File: config.mk
export PLATFORM = sky130hd
export DESIGN_NAME = char_buffer_writer
export DESIGN_NICKNAME = d
export VERILOG_FILES = /design/src/rtl/char_buffer_writer.sv
export SDC_FILE = /design/constraint.sdc
export NUM_CORES = 2
export LEC_CHECK = 0
export ABC_AREA = 1
export BUFFER_PORTS_ARGS = -buffer_cell sky130_fd_sc_hd__buf_2
export CAP_MARGIN = 20
export CORE_MARGIN = 2
export CORE_UTILIZATION = 40
export CTS_CLUSTER_SIZE = 24
export DETAILED_ROUTE_END_ITERATION = 6
export PLACE_DENSITY = 0.53
export SYNTH_ARGS = -nofsm -noshare
export SYNTH_HDL_FRONTEND = slang
export SYNTH_SLANG_ARGS = --single-unit
File: constraint.sdc
create_clock -name clk -period 46.1 [get_ports clk]
set_input_delay 0 -clock clk [delete_from_list [all_inputs] [get_ports clk]]
set_output_delay 0 -clock clk [all_outputs]
set_load 0.1 [all_outputs]
File: src/rtl/char_buffer_writer.sv
// char_buffer_writer: places an ASCII byte stream into a COLS x ROWS character
// RAM at a moving cursor. It also answers the overlay renderer's char_xy lookups
// with one cycle of latency.
module char_buffer_writer #(
  parameter int         COLS  = 8,
  parameter int         ROWS  = 32,
  parameter logic [6:0] BLANK = 7'h20
) (
  input  logic       clk,
  input  logic       rst,
  input  logic [7:0] in_data,
  input  logic       in_valid,
  output logic       in_ready,
  input  logic [7:0] char_xy,
  output logic [6:0] char_code,
  output logic [7:0] cursor_xy,
  output logic       busy
);

  localparam int DEPTH = COLS * ROWS;
  localparam int CW    = (COLS > 1) ? $clog2(COLS) : 1;
  localparam int RW    = (ROWS > 1) ? $clog2(ROWS) : 1;

  // Control characters that the decoder handles
  localparam logic [7:0] CH_BS = 8'h08;
  localparam logic [7:0] CH_LF = 8'h0A;
  localparam logic [7:0] CH_FF = 8'h0C;
  localparam logic [7:0] CH_CR = 8'h0D;

  typedef enum logic {CLEAR, IDLE} state_t;

  typedef struct packed {
    logic [RW-1:0] row;
    logic [CW-1:0] col;
  } cursor_t;

  // Write-port request produced by the decoder
  typedef struct packed {
    logic       en;
    logic [7:0] addr;
    logic [6:0] data;
  } wr_req_t;

  state_t     state, state_n;
  logic [7:0] clear_addr, clear_addr_n;
  cursor_t    cur, cur_n;
  wr_req_t    wr;

  logic [6:0] mem [0:DEPTH-1];

  logic          accept;
  logic          printable;
  logic [CW-1:0] col_inc;
  logic [RW-1:0] row_inc;
  logic          col_last;

  assign in_ready  = (state == IDLE);
  assign busy      = (state == CLEAR);
  assign accept    = in_valid & in_ready;
  assign printable = (in_data >= 8'h20) && (in_data <= 8'h7E);

  // Cursor index is formed only from registered col/row, so it holds the
  // position left behind by the last accepted byte.
  assign cursor_xy = 8'(int'(cur.col) + COLS * int'(cur.row));

  // Wrapping increments. The row wraps to 0 after the last row because this
  // block does not scroll.
  assign col_last = (cur.col == CW'(COLS - 1));
  assign col_inc  = col_last ? '0 : cur.col + 1'b1;
  assign row_inc  = (cur.row == RW'(ROWS - 1)) ? '0 : cur.row + 1'b1;

  // State, sweep address and cursor registers
  always_ff @(posedge clk) begin
    if (rst) begin
      state      <= CLEAR;
      clear_addr <= '0;
      cur        <= '0;
    end else begin
      state      <= state_n;
      clear_addr <= clear_addr_n;
      cur        <= cur_n;
    end
  end

  // Next-state logic: clear sweep, byte decode and cursor movement
  always_comb begin
    state_n      = state;
    clear_addr_n = clear_addr;
    cur_n        = cur;
    wr.en        = 1'b0;
    wr.addr      = clear_addr;
    wr.data      = BLANK;
    case (state)
      CLEAR: begin
        wr.en        = 1'b1;
        clear_addr_n = clear_addr + 8'd1;
        if (clear_addr == 8'(DEPTH - 1)) begin
          state_n = IDLE;
          cur_n   = '0;
        end
      end
      IDLE: begin
        if (accept) begin
          if (printable) begin
            wr.en     = 1'b1;
            wr.addr   = cursor_xy;
            wr.data   = in_data[6:0];
            cur_n.col = col_inc;
            if (col_last) cur_n.row = row_inc;
          end else begin
            case (in_data)
              CH_CR: cur_n.col = '0;
              CH_LF: cur_n.row = row_inc;
              CH_BS: begin
                // At column 0 backspace does nothing. It never wraps back to
                // the previous row.
                if (cur.col != '0) begin
                  cur_n.col = cur.col - 1'b1;
                  wr.en     = 1'b1;
                  wr.addr   = cursor_xy - 8'd1;
                  wr.data   = BLANK;
                end
              end
              CH_FF: begin
                state_n      = CLEAR;
                clear_addr_n = '0;
              end
              default: ;
            endcase
          end
        end
      end
      default: state_n = CLEAR;
    endcase
  end

  // RAM write port. Reset suppresses the write so an interrupted byte or sweep
  // leaves no trace.
  always_ff @(posedge clk) begin
    if (wr.en && !rst) mem[wr.addr] <= wr.data;
  end

  // RAM read port. Its nonblocking read samples the old cell contents, so a
  // same-cycle read and write returns the old data.
  always_ff @(posedge clk) begin
    if (rst)
      char_code <= BLANK;
    else if (int'(char_xy) >= DEPTH)
      char_code <= BLANK;
    else
      char_code <= mem[char_xy];
  end

endmodule

==> summary.md <==
| Metric | Value |
|---|---|
| Status | finished clean |
| Area growth syn-to-layout | 10.91% |
| CP max stage delay | 850 ps |
| Maximum fanout along the worst path | 197 |
| 1st-pass router iterations | 5 |
| CORE AREA | 185,400 um2 |
| Area after DPL | 76,780 um2 |
| Synthesis-stage register bit count | between 1,500 and 2,000 |
| Post-route cell area | approximately 83,000 um2 |
| Post-synth EDFFs | 1,792 |
| IO Port Bufs | 35 |
| Mapped Avg Cell Area | ~12 um2 |
| Starting Density | 0.4026 |
| Startpoint Class | input port |
| Final ANT Viol Nets | 0 |
| Critical path class | input port to register |
| Final setup fails | 0 |
| Crit path cell chain | buf_8 -> buf_4 -> buf_4 -> buf_12 -> buf_4 -> nand2_1 -> nand3_1 -> nand3_1 -> nand3_1 -> nand2_1 -> nand2_1 -> nand3_1 -> nand3_1 -> nand3_1 -> dlygate4sd3_1 -> a21oi_1 -> dlygate4sd3_1 |
| Fin nets | 6,349 |
| Primary FF master, synth | edfxtp_1 |
| Pin count of the biggest net entering global routing | 207 |
| Fin crit period | 5550 ps |
| P_sw | 0.7508 mW |
| Initial antenna violation count | 2 |
| Synth cell count leaders | nand2_1 (2,004), edfxtp_1 (1,792), nand3_1 (1,692) |
| Post-synth cell types | 42 |
| Slew HR | 0.2804 |
| Wire per inst | 23.98 um |
| Worst EP arrival | 6310 ps |
| Total wire length | 214,600 um |
| Highest clock rate | 180.2 MHz |
| Vias in the first global route | 46,730 |
| Combinational cell fraction of total power | 0.046 |
| CTS tree | done |
| Worst skew pair latency | about 830 ps |
| RSZ-0062 raised after global routing | no |
| Critical Path RT | 46,860 ps |
| Num rows | around 160 |
| MaxCap Viol Count | 0 |
| Fin. max-slew vios | 0 |
| Fraction of registers with async set/reset | 0 |
| Endpoint class of the critical path | register |
| H-Tree Level Count | 4 |
| Clock share of power | 0.430 |
| Detail-routed via count per cell | 5.428 |
| Cells after synthesis | 6,449 |
| Post-DP HPWL | about 120,000 um |
| Pint | 2.664 mW |
| Final hold vios | 0 |
| Total number of vias | 48,570 |
| Top cell family by delay on the critical path | buffers and inverters |
| GP Congestion | 0.8093 |
| P per Cell Area | 41.24 nW/um2 |
| Total power | 3.415 mW |
| Clock slew at reported path FFs | 60 ps |
| CP max-delay cell | buf_4 |
| Area fraction of the dominant cell type after synthesis | 0.7207 |
| CP dominant cell by count | nand3_1 |
| CTS root buf | clkbuf_16 |
| Cts bufs inserted | between 150 and 200 |
| Chip Height | about 440 um |
| Tcrit/Tclk final | 0.1204 |
| Post-synth top area cell | edfxtp_1 |
| PostCTS Resize Cnt | 0 |
| Leak | 30.61 nW |
| Buf/Inv on CP | 7 |
| Sequential power share | 0.524 |
| Synthesized Nets | 6,476 |
| GRT Residual Overflow | 0 |
| DR iter-0 viols | 4,892 |
| Register area share after synthesis | 0.7272 |
| Number of remaining DRC errors | 0 |
| Count leader, synth | nand2_1 |
| Die width | 436.0 um |
| Post-synthesis instance area | around 75,000 um2 |
| Total clock sinks | 1,816 |
| Area contributors post-synth | edfxtp_1 (72%), nand3_1 (11%), nand2_1 (10%) |
| Synth Warn # | 0 |
| Clk_skew | 26.50 ps |
| CTS Buffer Depth | 3 |
| Total global-route track usage | 0.2222 |
| Sw frac | 0.2199 |
| Worst Hold Class | input port to register |
| Layout cells sized above 1 | 0.06680 |
| First-pass GRT wire length | around 320,000 um |
| VDD IR max | 0.03151 mV |
| Setup TNS | 0 ps |
| I/O pin cnt | 36 |
| Die ar. | 190,100 um2 |
| Final hold slack | 85.92 ps |
| Worst slew pin tran | 1079 ps |
==> kinds of logic after synthesis <==
logic type / Yosys count / synth area share
compound gates: 83 / 0.007055
xor+xnor: 2 / 0.0002347
fa+ha+maj: 8 / 0.001341
buf+inv: 488 / 0.02763
flops: 1816 / 0.7272
simple gates: 4052 / 0.2366
==> cells in the final DEF (no fill, tap or decap), drive strengths merged, types with 16 or more instances in the layout <==
cell / n
clkbuf: 229
inv: 60
buf: 101
nand2: 2045
a21oi: 35
bufinv: 16
o21ai: 33
dlygate4sd3: 20
nor2: 287
clkinv: 76
dfxtp: 24
nand3: 1697
edfxtp: 1792
==> area by class of cell <==
| class | count | area (um2) |
|---|---|---|
| inverter | 56 | 236.5 |
| multi-input combinational | 4145 | 18350 |
| clock inverter | 100 | 915.9 |
| timing repair buffer | 121 | 1003 |
| tap | 2480 | 3103 |
| sequential | 1816 | 54290 |
| antenna | 1 | 2.502 |
| fill | 17250 | 102600 |
| clock buffer | 229 | 4908 |
==> routing by layer <==
layer / global-route usage / wire [um] / up-vias
met5: 0 / 0 / -
met4: 0.07077 / 6277 / 0
met3: 0.02753 / 12160 / 296
met2: 0.3558 / 101900 / 1649
met1: 0.3157 / 94290 / 24100
li1: - / - / 22520
==> worst reg2reg max path: cells and delay by family (launching register included) <==
| family | cells | cell delay, ps |
|---|---|---|
| buf+inv | 3 | 1920 |
| flops | 1 | 540 |
| simple gates | 3 | 1440 |
==> power groups by stage <==
stage	Combinational, mW	Sequential (mW)	Clock, mW
floorplan	0.0959	1.83	0
global placement	0.156	1.82	0
detailed placement	0.156	1.82	0
CTS	0.158	1.79	1.49
global route	0.170	1.79	1.56
finish	0.158	1.79	1.47
==> registers in the layout, indices dropped and copies added (netlist names) <==
register,cells
char_code,7
clear_addr,8
cur,8
in_ready,1
mem,1792
==> through the flow <==
stage | std cells | worst slack [ps] | utilization
2_1_floorplan | 6449 | 24620 | -
3_3_place_gp | 8598 | 40900 | 0.4141
6_report | 8948 | 40550 | 0.4466
5_1_grt | 8947 | 40110 | 0.4466
3_5_place_dp | 8598 | 40880 | 0.4141
4_1_cts | 8947 | 40700 | 0.4466
==> path summary, 6_finish.rpt <==
path / start / end / slack, ps / depth (start not counted)
worst max-delay path: char_xy[0] / char_code[2] / 40550 / 17
worst min-delay path: in_data[6] / cur[3] / 90 / 8
worst max register to register: in_ready / mem[217][5] / 41720 / 6
worst min register to register: clear_addr[2] / clear_addr[2] / 510 / 2
==> timing repair <==
action,in CTS,in global routing
hold buffers,20,0
setup buffers,0,0
setup endpoints to repair,0,0
hold endpoints to repair,110,0
No activity file was read; power rests on OpenSTA's default activity.
